===== src/rtl/rsi_order_gen.sv =====
// Order generator behind the RSI comparator: confirms repeated buy/sell
// decisions, presents one order over valid/ready, then applies a cooldown.
//
// state | meaning
// IDLE  | counting consecutive actionable samples toward CONFIRM
// ISSUE | order presented, waiting for order_ready
// COOL  | post-acceptance cooldown, samples ignored
module rsi_order_gen #(
    parameter int CONFIRM   = 3,
    parameter int COOLDOWN  = 16,
    parameter int QTY_W     = 16,
    parameter int ORDER_QTY = 100
) (
    input  logic             clk,
    input  logic             rst_n,
    input  logic             sample_valid,
    input  logic             sig_buy,
    input  logic             sig_hold,
    output logic             order_valid,
    output logic             order_side,
    output logic [QTY_W-1:0] order_qty,
    input  logic             order_ready,
    output logic             position_long,
    output logic [7:0]       invalid_cnt
);

    typedef enum logic [1:0] {IDLE, ISSUE, COOL} state_t;

    localparam logic [7:0]       CONF_LAST = 8'(CONFIRM - 1);
    localparam logic [15:0]      COOL_LOAD = 16'(COOLDOWN);
    localparam logic [QTY_W-1:0] QTY       = QTY_W'(ORDER_QTY);
    localparam bit               NO_COOL   = (COOLDOWN == 0);

    state_t      state, state_next;
    logic [7:0]  conf_cnt, conf_next;
    logic [15:0] cool_cnt, cool_next;
    logic        side_q, side_next;
    logic        pos_next;

    logic is_buy, is_sell, is_bad, actionable;

    // Illegal code 11 decodes as neither buy nor sell, so it behaves as HOLD.
    assign is_buy     = sig_buy & ~sig_hold;
    assign is_sell    = ~sig_buy & ~sig_hold;
    assign is_bad     = sig_buy & sig_hold;
    assign actionable = sample_valid & ((is_buy & ~position_long) | (is_sell & position_long));

    always_ff @(posedge clk or negedge rst_n) begin
        if (!rst_n) begin
            state         <= IDLE;
            conf_cnt      <= 8'd0;
            cool_cnt      <= 16'd0;
            side_q        <= 1'b0;
            position_long <= 1'b0;
        end else begin
            state         <= state_next;
            conf_cnt      <= conf_next;
            cool_cnt      <= cool_next;
            side_q        <= side_next;
            position_long <= pos_next;
        end
    end

    always_ff @(posedge clk or negedge rst_n) begin
        if (!rst_n) begin
            invalid_cnt <= 8'd0;
        end else if (sample_valid && is_bad && invalid_cnt != 8'hFF) begin
            invalid_cnt <= invalid_cnt + 8'd1;
        end
    end

    always_comb begin
        state_next = state;
        conf_next  = conf_cnt;
        cool_next  = cool_cnt;
        side_next  = side_q;
        pos_next   = position_long;
        case (state)
            IDLE: begin
                if (actionable) begin
                    if (conf_cnt >= CONF_LAST) begin
                        side_next  = is_buy;
                        conf_next  = 8'd0;
                        state_next = ISSUE;
                    end else begin
                        conf_next = conf_cnt + 8'd1;
                    end
                end else if (sample_valid) begin
                    conf_next = 8'd0;
                end
            end
            ISSUE: begin
                if (order_ready) begin
                    pos_next   = side_q;
                    cool_next  = COOL_LOAD;
                    state_next = NO_COOL ? IDLE : COOL;
                end
            end
            COOL: begin
                // Leaving on the 1->0 step makes IDLE start exactly COOLDOWN cycles after acceptance.
                if (cool_cnt != 16'd0) begin
                    cool_next = cool_cnt - 16'd1;
                end
                if (cool_cnt <= 16'd1) begin
                    state_next = IDLE;
                end
            end
            default: state_next = IDLE;
        endcase
    end

    assign order_valid = (state == ISSUE);
    assign order_side  = side_q;
    assign order_qty   = order_valid ? QTY : '0;

endmodule


===== config.mk =====
export PLATFORM = sky130hd
export DESIGN_NAME = rsi_order_gen
export DESIGN_NICKNAME = d
export VERILOG_FILES = /design/src/rtl/rsi_order_gen.sv
export SDC_FILE = /design/constraint.sdc
export NUM_CORES = 1
export LEC_CHECK = 0
export ABC_AREA = 1
export CORE_MARGIN = 2
export CORE_UTILIZATION = 54
export DETAILED_ROUTE_END_ITERATION = 7
export PLACE_DENSITY_LB_ADDON = 0.12
export SLEW_MARGIN = 20
export SYNTH_ARGS = -nofsm -noshare
export SYNTH_HDL_FRONTEND = slang
export SYNTH_SLANG_ARGS = --single-unit

===== constraint.sdc =====
create_clock -name clk -period 1.6 [get_ports clk]
set_input_delay 0.4 -clock clk [delete_from_list [all_inputs] [get_ports clk]]
set_output_delay 0.4 -clock clk [all_outputs]
set_load 0.01 [all_outputs]

Word-level counts from Yosys, hierarchy flattened
Index checks and enable logic that the tools add are counted.
{"block": "totals", "ff_bits": 36, "in_bits": 6, "output_inout_bits": 27, "word_cells": 52}
{"block": "classes", "n_addsub": 3, "n_lt_le_gt_ge": 2, "n_eq_ne": 8, "mux": 12, "bitwise_logic": 10, "reduce_logical": 11}
{"op": "2-to-1 mux 16 bit", "count": 2}
{"op": "one-hot mux 16 bit (2 select lines)", "count": 1}
{"op": "2-to-1 mux 8 bit", "count": 3}
{"op": "adder 8 x 1 -> 8 bit (second input constant)", "count": 2}
{"op": "less-or-equal comparator 16 x 1 -> 1 bit (second input constant)", "count": 1}
{"op": "nonzero test 16 bit", "count": 1}
{"op": "subtractor 16 x 1 -> 16 bit (second input constant)", "count": 1}
{"op": ">= comparator 8 x 2 -> 1 bit (second input constant)", "count": 1}
{"op": "2-to-1 mux 2 bit", "count": 4}
{"op": "!= test 2 bit (second input constant)", "count": 4}
{"op": "!= test 8 bit (second input constant)", "count": 1}
{"op": "2-to-1 mux 7 bit", "count": 1}
{"op": "bitwise AND 1 bit", "count": 6}
{"op": "one-hot mux 2 bit (3 select lines)", "count": 1}
{"op": "AND reduction 3 bit", "count": 2}
{"op": "AND reduction 2 bit", "count": 2}
{"op": "AND reduction 4 bit", "count": 1}
{"op": "nonzero test 2 bit", "count": 2}
{"op": "NOT 1 bit", "count": 3}
{"op": "equality test 2 x 1 -> 1 bit (second input constant)", "count": 1}
{"op": "equality test 2 bit (second input constant)", "count": 1}
{"op": "logical AND 1 bit", "count": 2}
{"op": "zero test 2 bit", "count": 1}
{"op": "!= test 2 x 1 -> 1 bit (second input constant)", "count": 1}
{"op": "bitwise OR 1 bit", "count": 1}

Depth between registers and ports, before layout
{"block": "logic_depth", "word_depth": 7, "depth_mapped": 9, "depth_no_buf": 9}

Worst setup path before layout
OpenSTA, ideal clock, no wires.
{"block": "synth_path", "path_kind": "register to register", "from": "register cool_cnt[0]", "to": "register cool_cnt[10]", "setup_time_ns": 0.118, "arrival_ns": 1.296, "required_ns": 1.482, "path_slack_ns": 0.186, "path_stages_with_launch": 9, "synth_period_minus_slack_ns": 1.414, "path_cell_list": "dfrtp_1 -> inv_1 -> ha_1 -> nand2_2 -> nor2_2 -> nand2_2 -> a21oi_4 -> buf_8 -> o21ai_2"}
{"block": "synth_via", "elab_chain_cells": 3}
{"element": "start, declared", "line_no": "36", "rtl": "logic [15:0] cool_cnt, cool_next;"}
{"element": "start signal, assigned", "line_no": "58", "rtl": "cool_cnt <= cool_next;"}
{"element": "subtractor 16 x 1 -> 16 bit or nonzero test 16 bit (tied branches)", "line_no": "102, 101"}
{"element": "2-to-1 mux 16 bit or != test 2 bit (tied branches)"}
{"element": "one-hot mux 16 bit (2 select lines) or AND reduction 3 bit (tied branches)"}
Several ways; a longest one is shown, not always the timed one. The select of a mux whose other input is x is not followed.
A chain may end at the register's enable or synchronous reset.

Worst setup path after layout
{"block": "layout_path", "from": "register cool_cnt[7]", "to": "register cool_cnt[12]"}
Same word-level chain as after synthesis.

==> metrics.txt <==
period utilisation layout=98.2%; Max-Cap Viols=0; CTS tree=built; initial detailed-routing violation count=97; vias in the first global route=1616; #FFs+latches synth=36; arrival time at the worst endpoint=1.78 ns; DR vias=1915; critical path class=reg2reg; area grow syn2layout=25.0%; die width=68.2 um; PortBufs=19; area leader, netlist=dfrtp_1; top cell type's share of synthesized area=40.5%; Initial Utilization=56.0%; Syn. warnings=0; Final nets=352; endpoints failing hold=0; CTS buffer count=5; gpl congestion=0.844; minimum clock period=1.57 ns; Gate Count Post-Synth=290; PD cells=1910 nW/um2; via density per instance=4.90; worst r2r dst=cool_cnt[12]; R2R Setup Slk=0.03 ns; Layout Cell Area excl Fill=2780 um2; Max H-tree Level=2; dominant cells by area after synthesis=dfrtp_1 (40%), nand2_1 (13%), nor2_1 (6.2%); RSZ-0062 raised after global routing=true; f_max=0.636 GHz; DR WL/cell=12.2 um; cts hold-fix bufs=0; clk_lat worst skew=0.28 ns; Worst EP required=1.81 ns; grt ovf=0; Critical R2R Launch=cool_cnt[7]; clk root buf=clkbuf_8; CP Launch Point=cool_cnt[7]; dpl hpwl=3010 um; Pre-antenna DRT Iters=4; run status=finished clean; crit path launch type=flip-flop; core area=3970 um2; CTS clk-pin slew, worst paths=0.07 ns; Avg Synthesized Cell Area=7.68 um2; Hold Path Class=in2async; share of cells above drive strength 1=26.1%; maximum vdd drop=872 uV; final routed DRC violation total=0; I/O pin cnt=33; final slew viol count=0; total track usage=19.9%; Pwr Total=5.32 mW; largest net degree at the start of global routing=37; Total Wirelength=4780 um; number of core rows=23; die area=4650 um2; Lkg Pwr=1.53 nW; setup TNS=0 ns; sinks on the clock net=36; initial antenna violation count=0; CTS max path bufs=2; n_diodes=0; # setup viols final=0; Yosys cell types=28; clk_skew=0.00761 ns; worst-path fanout max=5; ANT nets after route=0; register area share after synthesis=40.5%; first-pass GRT wire length=6910 um; placed cell areas=2480 um2; mapped cell area=2230 um2; worst setup path endpoint=cool_cnt[12]; die height=68.2 um; r2r worst-path depth=8; CP endpoint kind=flip-flop
[where the power goes]
group	internal, mW	leakage, nW	switching [mW]
logic	1.36	1.01	1.83
clock network	0.351	0.0455	0.319
registers	1.18	0.477	0.278
total	2.89	1.53	2.43
[area by class of cell]
cell class                 instances  area, um2
tap                               50       62.6
inverter                          30        113
timing repair buffer              50        452
clock buffer                       8       90.1
multi-input combinational        217       1160
sequential                        36        908
fill                             338       1190
[registers in the layout (all words and copies together) (netlist names)]
| signal | cells |
|---|---|
| position_long | 1 |
| order_side | 1 |
| cool_cnt | 16 |
| conf_cnt | 8 |
| invalid_cnt | 8 |
| state | 2 |
[critical path, cell delays in order (launching register included)]
cell       delay, ns
dfrtp_1         0.43
nor2_2          0.15
nand2_2         0.08
nor2_2          0.12
nand2_2         0.09
a21oi_4         0.31
clkbuf_16       0.21
nand2_2         0.05
o21ai_2         0.06
[per-layer routing]
metal	track usage [%]	part of all wire, %	up-vias
li1	-	-	976
met1	25.6	43	876
met2	33.0	51	52
met3	3.13	3.8	11
met4	8.75	1.6	0
met5	0	0	-
[kinds of logic after synthesis]
group | Yosys count | synth area share [%]
xor gates and xnor gates | 12 | 4.72
and+or+nand+nor | 165 | 32.7
buffers and inverters | 49 | 11.9
AOI/OAI and AO/OA | 21 | 6.75
DFF | 36 | 40.5
other | 1 | 0.168
adders and majority gates | 6 | 3.37
[stage by stage]
stage	utilization [%]	setup slack, ns	std cells	hold slack (ns)
after floorplan	-	0.186	302	0.104
after global placement	62.6	-0.0242	366	0.472
after detailed placement	62.6	-0.0503	366	0.476
after CTS	65.3	0.00376	378	0.167
after global routing	70.0	-0.0337	391	0.188
final	70.0	0.0287	391	0.142
[worst min-delay path by stage]
stage	to	slack (ns)	cells after the start
global placement	cool_cnt[10]	0.47	2
global route	cool_cnt[10]	0.19	2
CTS	cool_cnt[10]	0.17	2
finish	cool_cnt[13]	0.14	2
detailed placement	cool_cnt[10]	0.48	2
floorplan	conf_cnt[0]	0.10	0
[cell usage after synthesis]
master and instances:
xor2_1 8, inv_2 1, nor2_4 2, nand3b_1 3, xnor2_1 4, inv_1 29, o22ai_1 1, o21ai_2 7
a31o_2 1, buf_6 1, conb_1 1, dfrtp_1 36, buf_4 16, a21oi_1 1, nand2_1 76, nor2_2 6
nand3_1 27, nor2_1 37, buf_8 1, nor3_1 2, o21ai_0 7, ha_1 6, o21ai_1 2, a21oi_4 1
a21boi_0 1, buf_2 1, nand4_1 1, nand2_2 11
[layout by cell type, fill, tap and decap left out, drive strengths merged, types with 8 or more instances in the layout]
master   n
nand2   87
nor2    45
dfrtp   36
inv     30
buf     29
nand3   27
o21ai   16
clkbuf  15
conb    13
xor2     8
[what timing repair did]
item                       4_1_cts  5_1_grt
cloned                           0        3
setup buffers                    4       10
setup endpoints to repair       14       19
pin swaps                        0       15
gates resized for setup         12       32
No activity file was read; power rests on OpenSTA's default activity.
